--- src/rtl/dreg_mux_pkg.sv ---
// Shared constants and operand-select encodings for the dreg_mux register/operand block.
package dreg_mux_pkg;

    localparam int DEFAULT_WIDTH = 4;

    typedef enum logic {
        ADD = 1'b0,
        SUB = 1'b1
    } addsub_e;

endpackage

--- src/rtl/dreg_bit.sv ---
// Single flip-flop with load enable and asynchronous active-low clear.
// Latency: one clock from d to q when en is high; clear acts immediately.
// Backpressure: none; en high loads on every edge, en low holds.
module dreg_bit (
    input  logic clk,
    input  logic rst_n,
    input  logic en,
    input  logic d,
    output logic q
);

    always_ff @(posedge clk or negedge rst_n) begin
        if (!rst_n) begin
            q <= 1'b0;
        end else if (en) begin
            q <= d;
        end
    end

endmodule

--- src/rtl/dreg_mux.sv ---
// Loadable register feeding an adder operand (true/complement + carry-in) and an enable-gated bus; DREG_MUX_TRISTATE_EN floats Bus when disabled.
// Latency: one clock D->Q; Qn, Y, Cin and Bus follow Q and the selects combinationally.
// Backpressure: none; Latch high captures D on every rising MainClock edge.
module dreg_mux
    import dreg_mux_pkg::*;
#(
    parameter int WIDTH = DEFAULT_WIDTH
) (
    input  logic             MainClock,
    input  logic             MainReset,
    input  logic             Latch,
    input  logic [WIDTH-1:0] D,
    input  logic             AddSub,
    input  logic             Enable,
    output logic [WIDTH-1:0] Q,
    output logic [WIDTH-1:0] Qn,
    output logic [WIDTH-1:0] Y,
    output logic             Cin,
    output logic [WIDTH-1:0] Bus
);

    logic sub_sel;

    for (genvar i = 0; i < WIDTH; i++) begin : g_bit
        dreg_bit u_bit (
            .clk   (MainClock),
            .rst_n (MainReset),
            .en    (Latch),
            .d     (D[i]),
            .q     (Q[i])
        );
    end

    assign sub_sel = (addsub_e'(AddSub) == SUB);

    // Complemented operand plus carry-in of one gives the two's complement negation of Q.
    assign Qn  = ~Q;
    assign Y   = sub_sel ? ~Q : Q;
    assign Cin = sub_sel;

`ifdef DREG_MUX_TRISTATE_EN
    assign Bus = Enable ? Q : {WIDTH{1'bz}};
`else
    assign Bus = Enable ? Q : {WIDTH{1'b0}};
`endif

endmodule

--- config.mk ---
export PLATFORM = sky130hd
export DESIGN_NAME = dreg_mux
export DESIGN_NICKNAME = d
export VERILOG_FILES = /design/src/rtl/dreg_mux_pkg.sv /design/src/rtl/dreg_bit.sv /design/src/rtl/dreg_mux.sv
export SDC_FILE = /design/constraint.sdc
export NUM_CORES = 1
export LEC_CHECK = 0
export ABC_AREA = 0
export CAP_MARGIN = 20
export CORE_AREA = 5 5 42 44
export CTS_CLUSTER_SIZE = 24
export DETAILED_ROUTE_END_ITERATION = 12
export DIE_AREA = 0 0 47 49
export GPL_ROUTABILITY_DRIVEN = 1
export MAX_ROUTING_LAYER = met4
export SKIP_CTS_REPAIR_TIMING = 1
export SYNTH_ARGS = -nofsm -noshare
export SYNTH_HDL_FRONTEND = slang
export SYNTH_SLANG_ARGS = --single-unit
--- constraint.sdc ---
create_clock -name MainClock -period 0.9 [get_ports MainClock]
set_input_delay 0.18 -clock MainClock [delete_from_list [all_inputs] [get_ports MainClock]]
set_output_delay 0.18 -clock MainClock [all_outputs]
set_load 0.1 [all_outputs]
# [After elaboration in Yosys (flattened, before gate mapping)]
# Index checks and enable logic that the tools add are counted.
[word_totals] reg_bits=4 input_bits=9 out_inout_bits=17 word_cells=7
[op_classes] muxes=2 bitwise=1
[ops] operator="$mux 4" n=2
[ops] operator="$not 4->4" n=1

# [Depth between registers and ports, before layout]
[logic_depth] depth_word=2 depth_mapped=1 mapped_depth_nobuf=1

# [Modules after synthesis]
# A second synthesis with hierarchy kept.
[unflattened] cells_unflattened=21 hier_area_um2=242.7
[modules_own_cells] mod="dreg_bit" instances=4 cells_each=2 area_per_inst_um2=40.0 seq_area_each_um2=25.0
[modules_own_cells] mod="dreg_mux" instances=1 cells_each=13 area_per_inst_um2=82.6 seq_area_each_um2=0.0

# [Worst setup path after synthesis]
# OpenSTA, ideal clock, no wires.
[synth_timing] path_type="register to output" startpoint="register g_bit[0].u_bit.q" endpoint="output Y[0]" arrival_time_ps=1843 required_time_ps=720 path_slack_ps=-1123 stages_incl_launch_ff=2 n_path_buf=0 cell_sequence="dfrtp_1 xor2_1"
[synth_between] elab_chain_len=2
[synth_rtl] element="from (decl)" line_no="dreg_bit.sv:9" text="output logic q"
[synth_rtl] element="from (signal assigned)" line_no="dreg_bit.sv:14" text="q <= 1'b0;"
[synth_rtl] element="from (signal assigned)" line_no="dreg_bit.sv:16" text="q <= d;"
[synth_rtl] element="$not 4->4" line_no="dreg_mux.sv:38" text="assign Y = sub_sel ? ~Q : Q;"
[synth_rtl] element="$mux 4 (*)" line_no="dreg_mux.sv:38"
[synth_rtl] element="to (decl)" line_no="dreg_mux.sv:17" text="output logic [WIDTH-1:0] Y,"
# Mark *: on every way between the ends. The rest lies on a longest branch, timed or not.

# [Final worst setup path]
[layout_timing] startpoint="register g_bit[2].u_bit.q" endpoint="output Y[2]"
[layout_between] elab_chain_len=2
[layout_rtl] element="from (decl)" line_no="dreg_bit.sv:9"
[layout_rtl] element="from (signal assigned)" line_no="dreg_bit.sv:14"
[layout_rtl] element="from (signal assigned)" line_no="dreg_bit.sv:16"
[layout_rtl] element="$not 4->4" line_no="dreg_mux.sv:38"
[layout_rtl] element="$mux 4 (*)" line_no="dreg_mux.sv:38"
# Marks and branches as above.

==> out/summary.txt <==
min-delay worst type: input port to async pin
Setup WS post-layout: -0.359 ns
worst endpoint required time: 0.72 ns
status: complete, but fails checks
Setup CP Type: flop to output port
routed vias: 272
final count of hold timing violations: 0
Peak VDD IR: 0.956 mV
Netlist Area Pre-Place: 258 µm²
RSZ-0062 raised after global routing: yes
Clock Skew: 0 ns
failing checks: setup timing
diode count: 0
Largest Register: g_bit.u_bit.q
clk buf depth: 2
Nets: 65
Die Wd: 47 µm
Synth Net Count: 34
cells after synthesis: 25
Largest register FFs: 4
pwr dens: 1910 mW/mm²
H-tree levels: 1
max-slew violation count: 0
minimum clock period: 1.26 ns
Critical Path Fanout Max: 5
CORE AREA: 0.00140 mm²
DRC: 0
largest net degree at the start of global routing: 6
total power draw: 1.66 mW
Critical Path, Cell by Cell: xor2_4 -> buf_12
Setup Viol. Count Final: 17
total CTS buffers: 3
die height: 49 µm
row cnt: 14
Setup crit end kind: output port
hold slack: 0.149 ns
I/O Buffers: 25
P_leak: 0.378 nW
global route overflow: 0
Ys Warns: 0
Critical Path Source Type: flop
initial core utilization: 0.184
final worst path period share: 1.40
first-pass GRT wire length: 1220 µm
Worst path max stage delay: 0.47 ns
antenna violations before repair: 0
Avg Inst Size Synth: 10.3 µm²
WL/cell: 11.1 µm
root buffer cell: clkbuf_4
critical path's slowest cell: dfrtp_2
Post-Route WL: 780 µm
total negative slack: -5.10 ns
1st-iter DRT viols: 0
placer's final routability congestion estimate: 0.688
worst slew pin tran: 0.251 ns
via density per instance: 3.89
biggest registers after layout: g_bit.u_bit.q (4)
clock sinks: 4
clock transition at the registers of the reported paths: 0.04 ns
sequential area share after synthesis: 0.388
post-synth cell types: 6
Die ar.: 0.00230 mm²
Slew Limit Headroom: 0.833
DP Wirelength: 706 µm
#FFs+latches synth: 4
Final ANT Viol Nets: 0
synthesis-to-finish area growth: 237%
vias in the first global route: 300
# IOs: 26
GRT Total Usage: 0.0785
share of layout cells above drive strength 1: 0.852
1st-pass router iterations: 1
arrival time at the worst endpoint: 1.08 ns
fillers: 126
number of max-cap violations: 0
Clk Latency, worst-skew pair: 0.23 ns
CTS tree: done
Max Freq: 794 MHz
[layout by cell type, fill, tap and decap left out, types with 2 or more instances in the layout]
| cell type | netlist | final |
|---|---|---|
| buf_4 | 5 | 2 |
| clkbuf_4 | 0 | 3 |
| buf_12 | 0 | 18 |
| dfrtp_2 | 0 | 4 |
| clkinvlp_4 | 0 | 4 |
| xor2_4 | 0 | 4 |
| clkdlybuf4s50_1 | 0 | 5 |
| buf_6 | 0 | 3 |
| and2_4 | 0 | 4 |
| dlymetal6s2s_1 | 0 | 2 |
| mux2_4 | 0 | 3 |
[synthesized netlist by cell type]
cell type,instances,area share
xor2_1,4,0.14
dfrtp_1,4,0.39
inv_1,4,0.058
buf_4,5,0.15
and2_1,4,0.097
mux2_1,4,0.17
[power breakdown]
group | total [mW] | switching, mW | internal, mW
Sequential | 0.261 | 0.0581 | 0.203
Clock | 0.217 | 0.0681 | 0.149
Combinational | 1.18 | 0.725 | 0.454
[final timing paths]
check | from | to | slack (ns) | depth (start not counted)
worst max-delay path | g_bit[2].u_bit.q | Y[2] | -0.36 | 2
worst min-delay path | MainReset | g_bit[2].u_bit.q | 0.15 | 1
worst max register to register | g_bit[1].u_bit.q | g_bit[1].u_bit.q | 0 | 1
worst min register to register | g_bit[1].u_bit.q | g_bit[1].u_bit.q | 0.65 | 1
max in group asynchronous | MainReset | g_bit[0].u_bit.q | 0.57 | 1
min in group MainClock | Latch | g_bit[1].u_bit.q | 0.39 | 2
[cell type report]
type | instances | area (µm²) | area share
clock buffer | 3 | 22.5 | 0.0259
tap | 16 | 20.0 | 0.0231
timing repair buffer | 31 | 489 | 0.563
sequential | 4 | 105 | 0.121
inverter | 4 | 30.0 | 0.0346
multi-input combinational | 12 | 201 | 0.232
[routing by layer]
layer	vias up	share of wire	global-route usage
met5	-	0	-
met4	0	0.018	0.0691
met3	2	0.12	0.0221
met1	122	0.38	0.0764
li1	128	-	-
met2	20	0.48	0.120
[critical path: cells and delay by family, from the launching register on]
family	cells	cell delay, ns
xor gates and xnor gates	1	0.18
DFF	1	0.47
buffers and inverters	1	0.19
[metrics by stage]
step / utilization / worst slack (ns) / instance area [µm²] / instances
after floorplan: - / -0.317 / 363 / 25
after detailed placement: 0.582 / -0.509 / 816 / 66
final: 0.620 / -0.359 / 868 / 70
after CTS: 0.598 / -0.518 / 838 / 69
after global placement: 0.582 / -0.496 / 816 / 66
after global routing: 0.620 / -0.404 / 868 / 70
[kinds of logic (layout without fill, tap and decap cells)]
family / after synthesis / in the layout / synth area share
xor gates and xnor gates: 4 / 4 / 0.136
buffers and inverters: 9 / 38 / 0.204
muxes: 4 / 4 / 0.175
DFF: 4 / 4 / 0.388
and+or+nand+nor: 4 / 4 / 0.0971
Note: power is estimated with default switching activity, not from simulation.
